## src/rtl/fram_arbiter_if.sv

```systemverilog
// fram_arbiter_if: requester and RAM-side signal bundle for fram_arbiter.
//   slave  modport: arbiter view (requests/addresses/RAM data in; grants,
//                   rvalids, rdata, RAM address/strobe, boot_done out)
//   master modport: environment view (directions reversed)
//   Parameters: AW RAM address width, DW RAM data width.
interface fram_arbiter_if #(
   parameter int unsigned AW = 21,
   parameter int unsigned DW = 8
);
   logic          para_req;
   logic [AW-1:0] para_addr;
   logic          para_done;
   logic          para_gnt;
   logic          para_rvalid;
   logic          fe_req;
   logic [AW-1:0] fe_addr;
   logic          fe_gnt;
   logic          fe_rvalid;
   logic          de_req;
   logic [AW-1:0] de_addr;
   logic          de_gnt;
   logic          de_rvalid;
   logic [DW-1:0] rdata;
   logic [AW-1:0] fram_address;
   logic          fram_rd;
   logic [DW-1:0] fram_datain;
   logic          boot_done;

   modport slave (
      input  para_req, para_addr, para_done,
      input  fe_req, fe_addr, de_req, de_addr, fram_datain,
      output para_gnt, para_rvalid, fe_gnt, fe_rvalid, de_gnt, de_rvalid,
      output rdata, fram_address, fram_rd, boot_done
   );

   modport master (
      output para_req, para_addr, para_done,
      output fe_req, fe_addr, de_req, de_addr, fram_datain,
      input  para_gnt, para_rvalid, fe_gnt, fe_rvalid, de_gnt, de_rvalid,
      input  rdata, fram_address, fram_rd, boot_done
   );
endinterface

```

## src/rtl/fram_arbiter.sv

```systemverilog
// fram_arbiter: three-way read arbiter/sequencer for the shared frame RAM.
//   Ports: clk (rising edge), reset (async, active-high),
//          bus (fram_arbiter_if.slave): para/fe/de req/addr/gnt/rvalid,
//          para_done, shared rdata, fram_address/fram_rd/fram_datain, boot_done.
//   Parameters: AW address width, DW data width, RD_LAT RAM read latency (1|2).
//   Option macro FRAM_ARB_RR_EN: fe/de round-robin; otherwise fixed para>fe>de.
//   Only the loader is served in BOOT; para_done moves the block to RUN.
module fram_arbiter #(
   parameter int unsigned AW     = 21,
   parameter int unsigned DW     = 8,
   parameter int unsigned RD_LAT = 1
) (
   input  logic              clk,
   input  logic              reset,
   fram_arbiter_if.slave     bus
);

   localparam logic [0:0] ST_BOOT = 1'b0;
   localparam logic [0:0] ST_RUN  = 1'b1;

   localparam logic [1:0] OWN_NONE = 2'd0;
   localparam logic [1:0] OWN_PARA = 2'd1;
   localparam logic [1:0] OWN_FE   = 2'd2;
   localparam logic [1:0] OWN_DE   = 2'd3;

   logic [0:0]           state;
   logic                 gnt_para, gnt_fe, gnt_de, any_gnt;
   logic [AW-1:0]        sel_addr;
   logic [AW-1:0]        last_addr;
   logic [1:0]           tag0;
   // stage k (1..RD_LAT) lives in bits [2k-1:2k-2]; stage RD_LAT is on top
   logic [2*RD_LAT-1:0]  tag_pipe;
   logic [2*RD_LAT+1:0]  tag_ext;
   logic [1:0]           tag_last;
   logic [1:0]           own_q;
   logic [DW-1:0]        rdata_q;

`ifdef FRAM_ARB_RR_EN
   logic favour_de;

   // Grants are gated by reset so every gnt reads 0 while reset is held.
   always_comb begin
      gnt_para = 1'b0;
      gnt_fe   = 1'b0;
      gnt_de   = 1'b0;
      if (!reset) begin
         if (bus.para_req)
            gnt_para = 1'b1;
         else if (state == ST_RUN) begin
            if (bus.fe_req && (!bus.de_req || !favour_de))
               gnt_fe = 1'b1;
            else if (bus.de_req)
               gnt_de = 1'b1;
         end
      end
   end

   always_ff @(posedge clk or posedge reset) begin
      if (reset)
         favour_de <= 1'b0;
      else if (gnt_fe)
         favour_de <= 1'b1;
      else if (gnt_de)
         favour_de <= 1'b0;
   end
`else
   always_comb begin
      gnt_para = 1'b0;
      gnt_fe   = 1'b0;
      gnt_de   = 1'b0;
      if (!reset) begin
         if (bus.para_req)
            gnt_para = 1'b1;
         else if (state == ST_RUN) begin
            if (bus.fe_req)
               gnt_fe = 1'b1;
            else if (bus.de_req)
               gnt_de = 1'b1;
         end
      end
   end
`endif

   always_comb begin
      any_gnt  = gnt_para | gnt_fe | gnt_de;
      sel_addr = bus.de_addr;
      tag0     = OWN_NONE;
      if (gnt_para) begin
         sel_addr = bus.para_addr;
         tag0     = OWN_PARA;
      end else if (gnt_fe) begin
         sel_addr = bus.fe_addr;
         tag0     = OWN_FE;
      end else if (gnt_de) begin
         tag0     = OWN_DE;
      end
   end

   // The top two bits of the extended vector are the oldest stage (RD_LAT),
   // the lower bits are the pipe shifted by one with the new tag inserted.
   assign tag_ext  = {tag_pipe, tag0};
   assign tag_last = tag_ext[2*RD_LAT+1 -: 2];

   always_ff @(posedge clk or posedge reset) begin
      if (reset) begin
         state     <= ST_BOOT;
         last_addr <= '0;
         tag_pipe  <= '0;
         own_q     <= OWN_NONE;
         rdata_q   <= '0;
      end else begin
         if (state == ST_BOOT && bus.para_done)
            state <= ST_RUN;
         if (any_gnt)
            last_addr <= sel_addr;
         tag_pipe <= tag_ext[2*RD_LAT-1:0];
         own_q    <= tag_last;
         if (tag_last != OWN_NONE)
            rdata_q <= bus.fram_datain;
      end
   end

   assign bus.para_gnt     = gnt_para;
   assign bus.fe_gnt       = gnt_fe;
   assign bus.de_gnt       = gnt_de;
   assign bus.fram_rd      = any_gnt;
   assign bus.fram_address = any_gnt ? sel_addr : last_addr;
   assign bus.para_rvalid  = (own_q == OWN_PARA);
   assign bus.fe_rvalid    = (own_q == OWN_FE);
   assign bus.de_rvalid    = (own_q == OWN_DE);
   assign bus.rdata        = rdata_q;
   assign bus.boot_done    = (state == ST_RUN);

endmodule
```

## src/flat_wrapper.sv

```systemverilog
// flat-port wrapper written by rule: the top's interface ports become plain ports
module fram_arbiter_flat 
#(
   parameter int unsigned AW     = 21,
   parameter int unsigned DW     = 8,
   parameter int unsigned RD_LAT = 1
)
  (clk, reset, bus_para_req, bus_para_addr, bus_para_done, bus_fe_req, bus_fe_addr, bus_de_req, bus_de_addr, bus_fram_datain, bus_para_gnt, bus_para_rvalid, bus_fe_gnt, bus_fe_rvalid, bus_de_gnt, bus_de_rvalid, bus_rdata, bus_fram_address, bus_fram_rd, bus_boot_done);
  fram_arbiter_if #(.AW(AW), .DW(DW)) bus_i ();
  input  logic clk;
  input  logic reset;
  input wire logic [$bits(bus_i.para_req)-1:0] bus_para_req;
  input wire logic [$bits(bus_i.para_addr)-1:0] bus_para_addr;
  input wire logic [$bits(bus_i.para_done)-1:0] bus_para_done;
  input wire logic [$bits(bus_i.fe_req)-1:0] bus_fe_req;
  input wire logic [$bits(bus_i.fe_addr)-1:0] bus_fe_addr;
  input wire logic [$bits(bus_i.de_req)-1:0] bus_de_req;
  input wire logic [$bits(bus_i.de_addr)-1:0] bus_de_addr;
  input wire logic [$bits(bus_i.fram_datain)-1:0] bus_fram_datain;
  output wire logic [$bits(bus_i.para_gnt)-1:0] bus_para_gnt;
  output wire logic [$bits(bus_i.para_rvalid)-1:0] bus_para_rvalid;
  output wire logic [$bits(bus_i.fe_gnt)-1:0] bus_fe_gnt;
  output wire logic [$bits(bus_i.fe_rvalid)-1:0] bus_fe_rvalid;
  output wire logic [$bits(bus_i.de_gnt)-1:0] bus_de_gnt;
  output wire logic [$bits(bus_i.de_rvalid)-1:0] bus_de_rvalid;
  output wire logic [$bits(bus_i.rdata)-1:0] bus_rdata;
  output wire logic [$bits(bus_i.fram_address)-1:0] bus_fram_address;
  output wire logic [$bits(bus_i.fram_rd)-1:0] bus_fram_rd;
  output wire logic [$bits(bus_i.boot_done)-1:0] bus_boot_done;
  assign bus_i.para_req = bus_para_req;
  assign bus_i.para_addr = bus_para_addr;
  assign bus_i.para_done = bus_para_done;
  assign bus_i.fe_req = bus_fe_req;
  assign bus_i.fe_addr = bus_fe_addr;
  assign bus_i.de_req = bus_de_req;
  assign bus_i.de_addr = bus_de_addr;
  assign bus_i.fram_datain = bus_fram_datain;
  assign bus_para_gnt = bus_i.para_gnt;
  assign bus_para_rvalid = bus_i.para_rvalid;
  assign bus_fe_gnt = bus_i.fe_gnt;
  assign bus_fe_rvalid = bus_i.fe_rvalid;
  assign bus_de_gnt = bus_i.de_gnt;
  assign bus_de_rvalid = bus_i.de_rvalid;
  assign bus_rdata = bus_i.rdata;
  assign bus_fram_address = bus_i.fram_address;
  assign bus_fram_rd = bus_i.fram_rd;
  assign bus_boot_done = bus_i.boot_done;
  fram_arbiter #(.AW(AW), .DW(DW), .RD_LAT(RD_LAT)) u_core (.clk(clk), .reset(reset), .bus(bus_i));
endmodule
```

## config.mk

```make
export PLATFORM = sky130hd
export DESIGN_NAME = fram_arbiter_flat
export DESIGN_NICKNAME = d
export VERILOG_FILES = /design/src/rtl/fram_arbiter_if.sv /design/src/rtl/fram_arbiter.sv /design/src/flat_wrapper.sv
export SDC_FILE = /design/constraint.sdc
export NUM_CORES = 1
export LEC_CHECK = 0
export ABC_AREA = 1
export ABC_CLOCK_PERIOD_IN_PS = 2400
export CORE_MARGIN = 5
export CORE_UTILIZATION = 35
export DETAILED_ROUTE_END_ITERATION = 10
export PLACE_DENSITY = 0.81
export SKIP_CTS_REPAIR_TIMING = 1
export SLEW_MARGIN = 20
export SYNTH_ARGS = -nofsm -noshare
export SYNTH_HDL_FRONTEND = slang
export SYNTH_SLANG_ARGS = --single-unit
```

## constraint.sdc

```tcl
create_clock -name clk -period 2.4 [get_ports clk]
set_input_delay 0.36 -clock clk [delete_from_list [all_inputs] [get_ports clk]]
set_output_delay 0.36 -clock clk [all_outputs]
set_load 0.01 [all_outputs]
```

==> results_dict.tcl, run 1 <==
set metrics [dict create \
    status "complete, but fails checks" \
    violations "negative setup slack" \
    clk_path_buf_depth 2 \
    ys_ff_latch 34 \
    setup_violations 7 \
    antenna_found_initial 0 \
    p_int_w 0.00123 \
    rows 26 \
    place_area_mm2 0.00311 \
    io_pins 114 \
    power_leakage_nw 1.65 \
    syn_to_final_growth_pct 79.8 \
    swShare_pct 27.2 \
    seq_area_frac_synth_pct 46.6 \
    syn_inst 228 \
    routed_wl_mm 6.08 \
    skew_ns 0.00595 \
    grt_pass1_wl_mm 9.41 \
    grt-ovfl-total 0 \
    fin_nets 426 \
    drtAntennaViolNets 0 \
    max_stage_delay_ns 0.55 \
    max_slew_margin_pct 73.0 \
    drc 0 \
    wl_per_cell_um 14.5 \
    drive_above_1_share_pct 12.6 \
    period_share_pct 101 \
    cp_num_buf_inv 4 \
    switching_power_w 0.000461 \
    comb_power_share_pct 34.6 \
    root_buffer "clkbuf_8" \
    grt_pass1_vias 1943 \
    finalHoldViolCount 0 \
    vias 1977 \
    worstPathArrival_ns 2.07 \
    power_w 0.00169 \
    max-vdd-ir-drop_mv 0.254 \
    cts_tree "done" \
    crit_slowest_cell "clkdlybuf4s50_1" \
    cp_max_fo 11 \
    slew_viol_final 0 \
    place.gp.congestion 0.786 \
    tightestPinTransition_ns 0.406 \
    power_frac_seq_pct 40.4 \
    syn-num-nets 305 \
    clock_latency_ns 0.28 \
    clock.fmax_ghz 0.411 \
    cts_buffers 5 \
    path_class "input pin to output pin" \
    synth_area_per_cell_um2 8.00 \
    ys_warn_count 0 \
    fin_crit_ns 2.43 \
    die_x_um 82.2 \
    dp_hpwl_mm 4.55 \
    crit_path_end_kind "output pin" \
    htree_levels 2 \
    hold_path_class "input pin to async pin" \
    via_per_inst 4.71 \
    maxCapViolCount 0 \
    clkPwrFrac_pct 25.0 \
    drtPass1Iterations 4 \
    cp_cell_sequence "clkdlybuf4s50_1 -> nand2_1 -> inv_2 -> o21ai_2 -> buf_4 -> nand3_1 -> nand2_1 -> clkdlybuf4s50_1" \
    required_ns 2.04 \
    fp.dieH_um 82.2 \
    start_util_pct 35.9 \
    synth_cell_types 17 \
    syn-cell-area_mm2 0.00182 \
    post-place-ws_ns -0.140 \
    clk_pin_slew_ns 0.06 \
    globalRouteTotalUtil_pct 18.3 \
    core-area_mm2 0.00507 \
    setup_ws_ns -0.0338 \
    cp_top_family "buffers and inverters" \
    grt_max_degree 45 \
    port_buffers 113 \
    power_density_mw_per_mm2 516 \
    insertedDiodeCount 0 \
    startpoint_type "input pin" \
    die-area_mm2 0.00676 \
    stdcell_area_mm2 0.00328 \
    clkSinkCount 34 \
    rsz0062_at_grt "yes" \
    drt_iter0_markers 101 \
]
[kinds of logic (layout without fill, tap and decap cells)]
group           Yosys count  count (layout)  share of synthesized area (%)
compound gates            1               1                          0.274
buf+inv                  25             147                           5.69
flops                    34              34                           46.6
mux                       8               8                           4.94
simple gates            160             160                           42.5
[metrics by stage]
| step | hold WS [ns] | setup TNS, ns | util [%] | cells |
|---|---|---|---|---|
| global placement | 0.376 | -2.02 | 61.4 | 410 |
| global route | 0.125 | -0.906 | 64.6 | 420 |
| finish | 0.133 | -0.135 | 64.6 | 420 |
| floorplan | 0.313 | 0 | - | 228 |
| detailed placement | 0.387 | -2.57 | 61.4 | 410 |
| CTS | 0.402 | -2.98 | 63.2 | 418 |
[area by class of cell]
cell class              instances  area, um^2
clock buffers                   7        86.3
clock inverters                 1        5.00
fillers                       461        1800
inverters                       9        33.8
multi-input cells             169         881
flip-flops and latches         34         851
well taps                      70        87.6
repair buffers                130        1340
[worst min-delay path, stage by stage]
cell and delay, ns:
dlymetal6s2s_1 0.16, inv_2 0.10, buf_4 0.11
[placed cells by master (no fill, tap or decap), drive strengths merged]
master,instances
buf,17
clkbuf,7
clkdlybuf4s50,97
clkinv,1
dfrtp,34
dlymetal6s2s,16
inv,9
mux2,8
nand2,49
nand3,84
nand4,1
nor2,4
o21ai,1
or2,22
[state kept, by name (all words and copies together), names as in the netlist]
register / count
u_core.last_addr: 21
u_core.bus.rdata: 8
u_core.own_q: 2
u_core.tag_last: 2
u_core.bus.boot_done: 1
[final timing paths]
kind / start / to / slack, ns / depth (start not counted)
setup / recovery: bus_fe_req / bus_fram_address[15] / -0.03 / 8
max in group asynchronous: reset / u_core.bus.rdata[7] / 1.82 / 3
hold / removal: reset / u_core.last_addr[20] / 0.13 / 3
setup reg to reg: u_core.bus.boot_done / u_core.last_addr[8] / 1.01 / 8
min in group clk: u_core.tag_last[0] / u_core.own_q[0] / 0.40 / 0
hold reg to reg: u_core.tag_last[0] / u_core.own_q[0] / 0.40 / 0
[power by group through the flow]
stage	clock network [W]	logic [W]	registers (W)
2_1_floorplan	0	0.000222	0.000700
3_3_place_gp	0	0.000587	0.000690
3_5_place_dp	0	0.000597	0.000694
4_1_cts	0.000437	0.000601	0.000684
5_1_grt	0.000465	0.000643	0.000692
6_report	0.000423	0.000585	0.000684
[synthesized netlist by cell type (all sizes together)]
cell     n  area [um^2]
mux2     8         90.1
buf      6         32.5
o21ai    1         5.00
nor2     4         20.0
or2     22          138
inv      9         33.8
dfrtp   34          851
nand3   84          420
nand4    1         12.5
nand2   49          184
clkbuf  10         37.5
[metal layers]
layer,vias to the layer above,track usage (%),part of all wire (%)
li1,1002,-,-
met1,905,22.6,42
met2,64,31.7,50
met3,6,5.21,6.6
met4,0,3.49,0.69
met5,-,0,0
Power figures use the tool's default switching activity.
==> run 2, diff against run 1 <==
Settings changed: CTS_BUF_LIST set to sky130_fd_sc_hd__clkbuf_4.
==> run 2 against run 1 <==
  * The run now ends clean
  * Clock-buffer cell count down 1
  * Die area unchanged
  * Via count rose by 0.66%
  * Utilization shrank 0.25 points
  * First-iteration DRC count is 26% lower
  * Combinational power is essentially flat
  * Sequential power barely moved
  * Final area down 0.38%
  * Routed wire length up 0.56%
  * Clock skew is essentially flat
  * Flip-flop and latch count stayed put
  * Largest cell class unchanged
==> results_dict.tcl, run 2 (synthesized netlist as in run 1, its figures left out) <==
set metrics [dict create \
    finalNonFillerCells 419 \
    finalHoldViolCount 0 \
    syn_to_final_growth_pct 79.1 \
    cp_common_cell "clkdlybuf4s50_1" \
    setup_violations 0 \
    hold_path_class "input pin to async pin" \
    fin_nets 425 \
    dpl.cell_count 410 \
    crit_path_end_kind "output pin" \
    place.gp.congestion 0.786 \
    p_int_w 0.00112 \
    fillers 463 \
    largest-register "u_core.last_addr" \
    rows 26 \
    grt_pass1_vias 1957 \
    drt_iter0_markers 75 \
    maxCapViolCount 0 \
    multi_input_area_um2 888 \
    required_ns 2.04 \
    swShare_pct 28.9 \
    power_leakage_nw 1.71 \
    drtPass1Iterations 4 \
    grt_max_degree 45 \
    drive_above_1_share_pct 12.3 \
    cp_cell_sequence "clkdlybuf4s50_1 -> nand2_1 -> inv_2 -> o21ai_4 -> nand2_2 -> buf_12 -> clkdlybuf4s50_1" \
    cp_top_family "buffers and inverters" \
    fin_crit_ns 2.27 \
    grt-ovfl-total 0 \
    htree_levels 2 \
    core-area_mm2 0.00507 \
    max-vdd-ir-drop_mv 0.243 \
    cp_num_buf_inv 4 \
    cts_tree "done" \
    period_share_pct 94.6 \
    rsz0062_at_grt "no" \
    power_density_mw_per_mm2 481 \
    tightestPinTransition_ns 0.409 \
    drtAntennaViolNets 0 \
    root_buffer "clkbuf_4" \
    dp_hpwl_mm 4.55 \
    crit_slowest_cell "clkdlybuf4s50_1" \
    cts_buffers 5 \
    vias 1990 \
    path_class "input pin to output pin" \
    via_per_inst 4.75 \
    clkPwrFrac_pct 19.4 \
    register_area_um2 851 \
    power_w 0.00157 \
    port_buffers 113 \
    max_slew_margin_pct 72.7 \
    skew_ns 0.00575 \
    max_stage_delay_ns 0.56 \
    drc 0 \
    insertedDiodeCount 0 \
    hold_slack_ns 0.0989 \
    grt_pass1_wl_mm 9.42 \
    status "completed" \
    die_x_um 82.2 \
    startpoint_type "input pin" \
    clock.fmax_ghz 0.441 \
    comb_power_share_pct 37.1 \
    final_common_cell "clkdlybuf4s50_1" \
    tns_ns 0 \
    clock_latency_ns 0.33 \
    die-area_mm2 0.00676 \
    clkSinkCount 34 \
    routed_wl_mm 6.11 \
    slew_viol_final 0 \
    clk_path_buf_depth 2 \
    start_util_pct 35.9 \
    mostFrequentLayoutCells "clkdlybuf4s50_1 (90), nand3_1 (84), nand2_1 (48)" \
    io_pins 114 \
    globalRouteTotalUtil_pct 18.4 \
    cp_max_fo 22 \
    fp.dieH_um 82.2 \
    clk_pin_slew_ns 0.10 \
    largest_reg_flops 21 \
    wl_per_cell_um 14.6 \
    fin_util_pct 64.4 \
    worstPathArrival_ns 1.91 \
    power_frac_seq_pct 43.5 \
    antenna_found_initial 0 \
    switching_power_w 0.000453 \
]
run 2: cell types whose count changed in the layout (fill, tap and decap cells not counted):
cell	delta
clkbuf_8	-6
clkbuf_4	+6
o21ai_4	+1
dlymetal6s2s_1	+7
clkbuf_1	-1
o21ai_2	-1
buf_6	+2
buf_4	-3
clkinv_1	+1
clkdlybuf4s50_1	-7
run 2: worst register-to-register path, cell delays in order (launching register included):
cell and delay, ns:
dfrtp_1 0.43, nand2_1 0.10, inv_2 0.06, o21ai_4 0.18, nand2_2 0.09, buf_12 0.16
nand3_1 0.08, nand2_1 0.06, buf_4 0.12
run 2: through the flow:
step	setup WS, ns	area, um^2
detailed placement	-0.140	3110
floorplan	0.454	1820
global placement	-0.112	3110
global route	0.0507	3270
finish	0.130	3270
CTS	-0.158	3170
run 2: path summary, 6_finish.rpt:
| check | from | end | slack (ns) | depth (start not counted) |
|---|---|---|---|---|
| min in group clk | u_core.tag_last[0] | u_core.own_q[0] | 0.41 | 0 |
| worst max-delay path | bus_fe_req | bus_fram_rd | 0.13 | 7 |
| worst min-delay path | reset | u_core.last_addr[20] | 0.1 | 3 |
| worst max register to register | u_core.bus.boot_done | u_core.last_addr[8] | 1.01 | 8 |
| worst min register to register | u_core.tag_last[0] | u_core.own_q[0] | 0.41 | 0 |
| max in group asynchronous | reset | u_core.last_addr[6] | 1.84 | 3 |
run 2: cell type report:
class                           instances  area share, %
Tap cell                               70           2.68
Clock buffer                            6           1.38
Timing Repair Buffer                  129           41.4
Multi-Input combinational cell        169           27.2
Inverter                                9           1.03
Clock inverter                          2          0.268
Sequential cell                        34           26.0
run 2: layer usage:
| metal | vias to the layer above | part of all wire [%] | GRT usage (%) | routed length (um) |
|---|---|---|---|---|
| met5 | - | 0 | 0 | 0 |
| met4 | 0 | 0.34 | 3.49 | 21 |
| li1 | 997 | - | - | - |
| met1 | 926 | 41 | 22.7 | 2510 |
| met3 | 2 | 6.6 | 5.21 | 401 |
| met2 | 65 | 52 | 32.0 | 3180 |
run 2: power by group through the flow:
stage	Combinational, W	Clock [W]	Sequential, W
finish	0.000582	0.000305	0.000683
global route	0.000639	0.000346	0.000692
CTS	0.000601	0.000315	0.000683
detailed placement	0.000597	0	0.000694
global placement	0.000587	0	0.000690
floorplan	0.000222	0	0.000700
==> run 3, diff against run 2 <==
Settings changed: PLACE_DENSITY 0.81 to 0.87.
==> run 3 against run 2 <==
  * The run now ends with negative setup slack left
  * Cell count rose by 1.2%
  * Register-to-register slack got worse by 0.06 ns
  * Non-clock buffer count up 5
  * Worst hold slack improved by 0.31 ns
  * Combinational power grew 3%
  * Die area did not move
  * Maximum frequency fell by 9.7%
  * Largest cell class unchanged
==> results_dict.tcl, run 3 (synthesized netlist as in run 1, its figures left out) <==
set metrics [dict create \
    path_class "input pin to output pin" \
    port_buffers 113 \
    tns_ns -0.223 \
    hold_slack_ns 0.407 \
    power_leakage_nw 1.71 \
    via_per_inst 4.89 \
    drive_above_1_share_pct 14.4 \
    insertedDiodeCount 0 \
    io_pins 114 \
    largest_reg_flops 21 \
    cts_tree "done" \
    grt_max_degree 43 \
    place_area_mm2 0.00315 \
    grt_pass1_wl_mm 9.75 \
    fillers 444 \
    largest-register "u_core.last_addr" \
    mostFrequentLayoutCells "clkdlybuf4s50_1 (93), nand3_1 (84), nand2_1 (46)" \
    syn_to_final_growth_pct 82.0 \
    cp_max_fo 9 \
    crit_path_end_kind "output pin" \
    min_from "u_core.tag_last[0]" \
    worstPathArrival_ns 2.15 \
    root_buffer "clkbuf_4" \
    core-area_mm2 0.00507 \
    place.gp.congestion 0.828 \
    status "complete, but fails checks" \
    rows 26 \
    max_slew_margin_pct 73.9 \
    power_density_mw_per_mm2 482 \
    drc 0 \
    grt_pass1_vias 2087 \
    rsz0062_at_grt "yes" \
    r2r-start "u_core.bus.boot_done" \
    globalRouteTotalUtil_pct 18.8 \
    clock_latency_ns 0.33 \
    hold_path_class "flip-flop to flip-flop" \
    clock.fmax_ghz 0.398 \
    drt_iter0_markers 130 \
    startpoint_type "input pin" \
    setup_violations 2 \
    clk_path_buf_depth 2 \
    antenna_found_initial 0 \
    maxCapViolCount 0 \
    grt-ovfl-total 0 \
    routed_wl_mm 6.46 \
    wl_per_cell_um 15.2 \
    drtAntennaViolNets 0 \
    vias 2073 \
    dp_hpwl_mm 4.82 \
    fin_crit_ns 2.51 \
    clkSinkCount 34 \
    violations "negative setup slack" \
    htree_levels 2 \
    finalHoldViolCount 0 \
    setup_ws_ns -0.114 \
    period_share_pct 105 \
    stdcell_area_mm2 0.00332 \
    slew_viol_final 0 \
    die-area_mm2 0.00676 \
    final_common_cell "clkdlybuf4s50_1" \
    fin_nets 430 \
    required_ns 2.04 \
    fp.dieH_um 82.2 \
    tightestPinTransition_ns 0.391 \
    die_x_um 82.2 \
    drtPass1Iterations 4 \
    skew_ns 0.00720 \
    start_util_pct 35.9 \
    crit_start "bus_fe_req" \
    clk_pin_slew_ns 0.10 \
    cts_buffers 5 \
    max-vdd-ir-drop_mv 0.277 \
]
run 3: cell count changes in the layout (fill, tap and decap cells not counted), sizes merged:
cell	delta
clkdlybuf4s50	+3
dlymetal6s2s	-3
clkbuf	+1
buf	+4
run 3: cell type report:
type                            instances  area (um^2)  area share (%)
Multi-Input combinational cell        169          893            26.9
Clock buffer                            6         45.0            1.36
Inverter                                9         33.8            1.02
Timing Repair Buffer                  134         1400            42.2
Tap cell                               70         87.6            2.64
Sequential cell                        34          852            25.7
Clock inverter                          2         8.76           0.264
run 3: final timing paths:
check                                       end  slack, ns  depth (start not counted)
max                         bus_fram_address[3]      -0.11                          9
min                             u_core.own_q[0]       0.41                          0
max reg2reg                 u_core.last_addr[1]       0.95                          8
min reg2reg                     u_core.own_q[0]       0.41                          0
max in group asynchronous  u_core.bus.boot_done       1.61                          3
min in group asynchronous    u_core.tag_last[1]       0.50                          3
run 3: worst max-delay path, stage by stage:
cell             delay, ns
clkdlybuf4s50_1       0.50
nand2_1               0.09
inv_2                 0.15
buf_4                 0.19
nand3_1               0.08
nand3_1               0.08
nand3_1               0.07
nand2_1               0.09
clkdlybuf4s50_1       0.54
run 3: power by group:
part | switching, W | total [W] | internal, W
clock network | 0.000196 | 0.000317 | 0.000121
logic | 0.000249 | 0.000601 | 0.000352
registers | 0.0000286 | 0.000682 | 0.000654
total | 0.000473 | 0.00160 | 0.00113
run 3: per-stage QoR:
stage	instances	total power [W]	setup WS, ns	util, %
6_report	424	0.00160	-0.114	65.4
5_1_grt	424	0.00170	-0.212	65.4
3_5_place_dp	415	0.00130	-0.187	62.1
4_1_cts	423	0.00162	-0.213	63.2
3_3_place_gp	415	0.00128	-0.0847	62.1
2_1_floorplan	228	0.000922	0.454	-
run 3: per-layer routing:
metal  share of wire, %  track usage, %  wire length [um]
met5                  0               0                 0
met1                 40            21.9              2580
met3                7.1            5.86               459
met4                1.9            6.48               120
met2                 51            32.5              3300
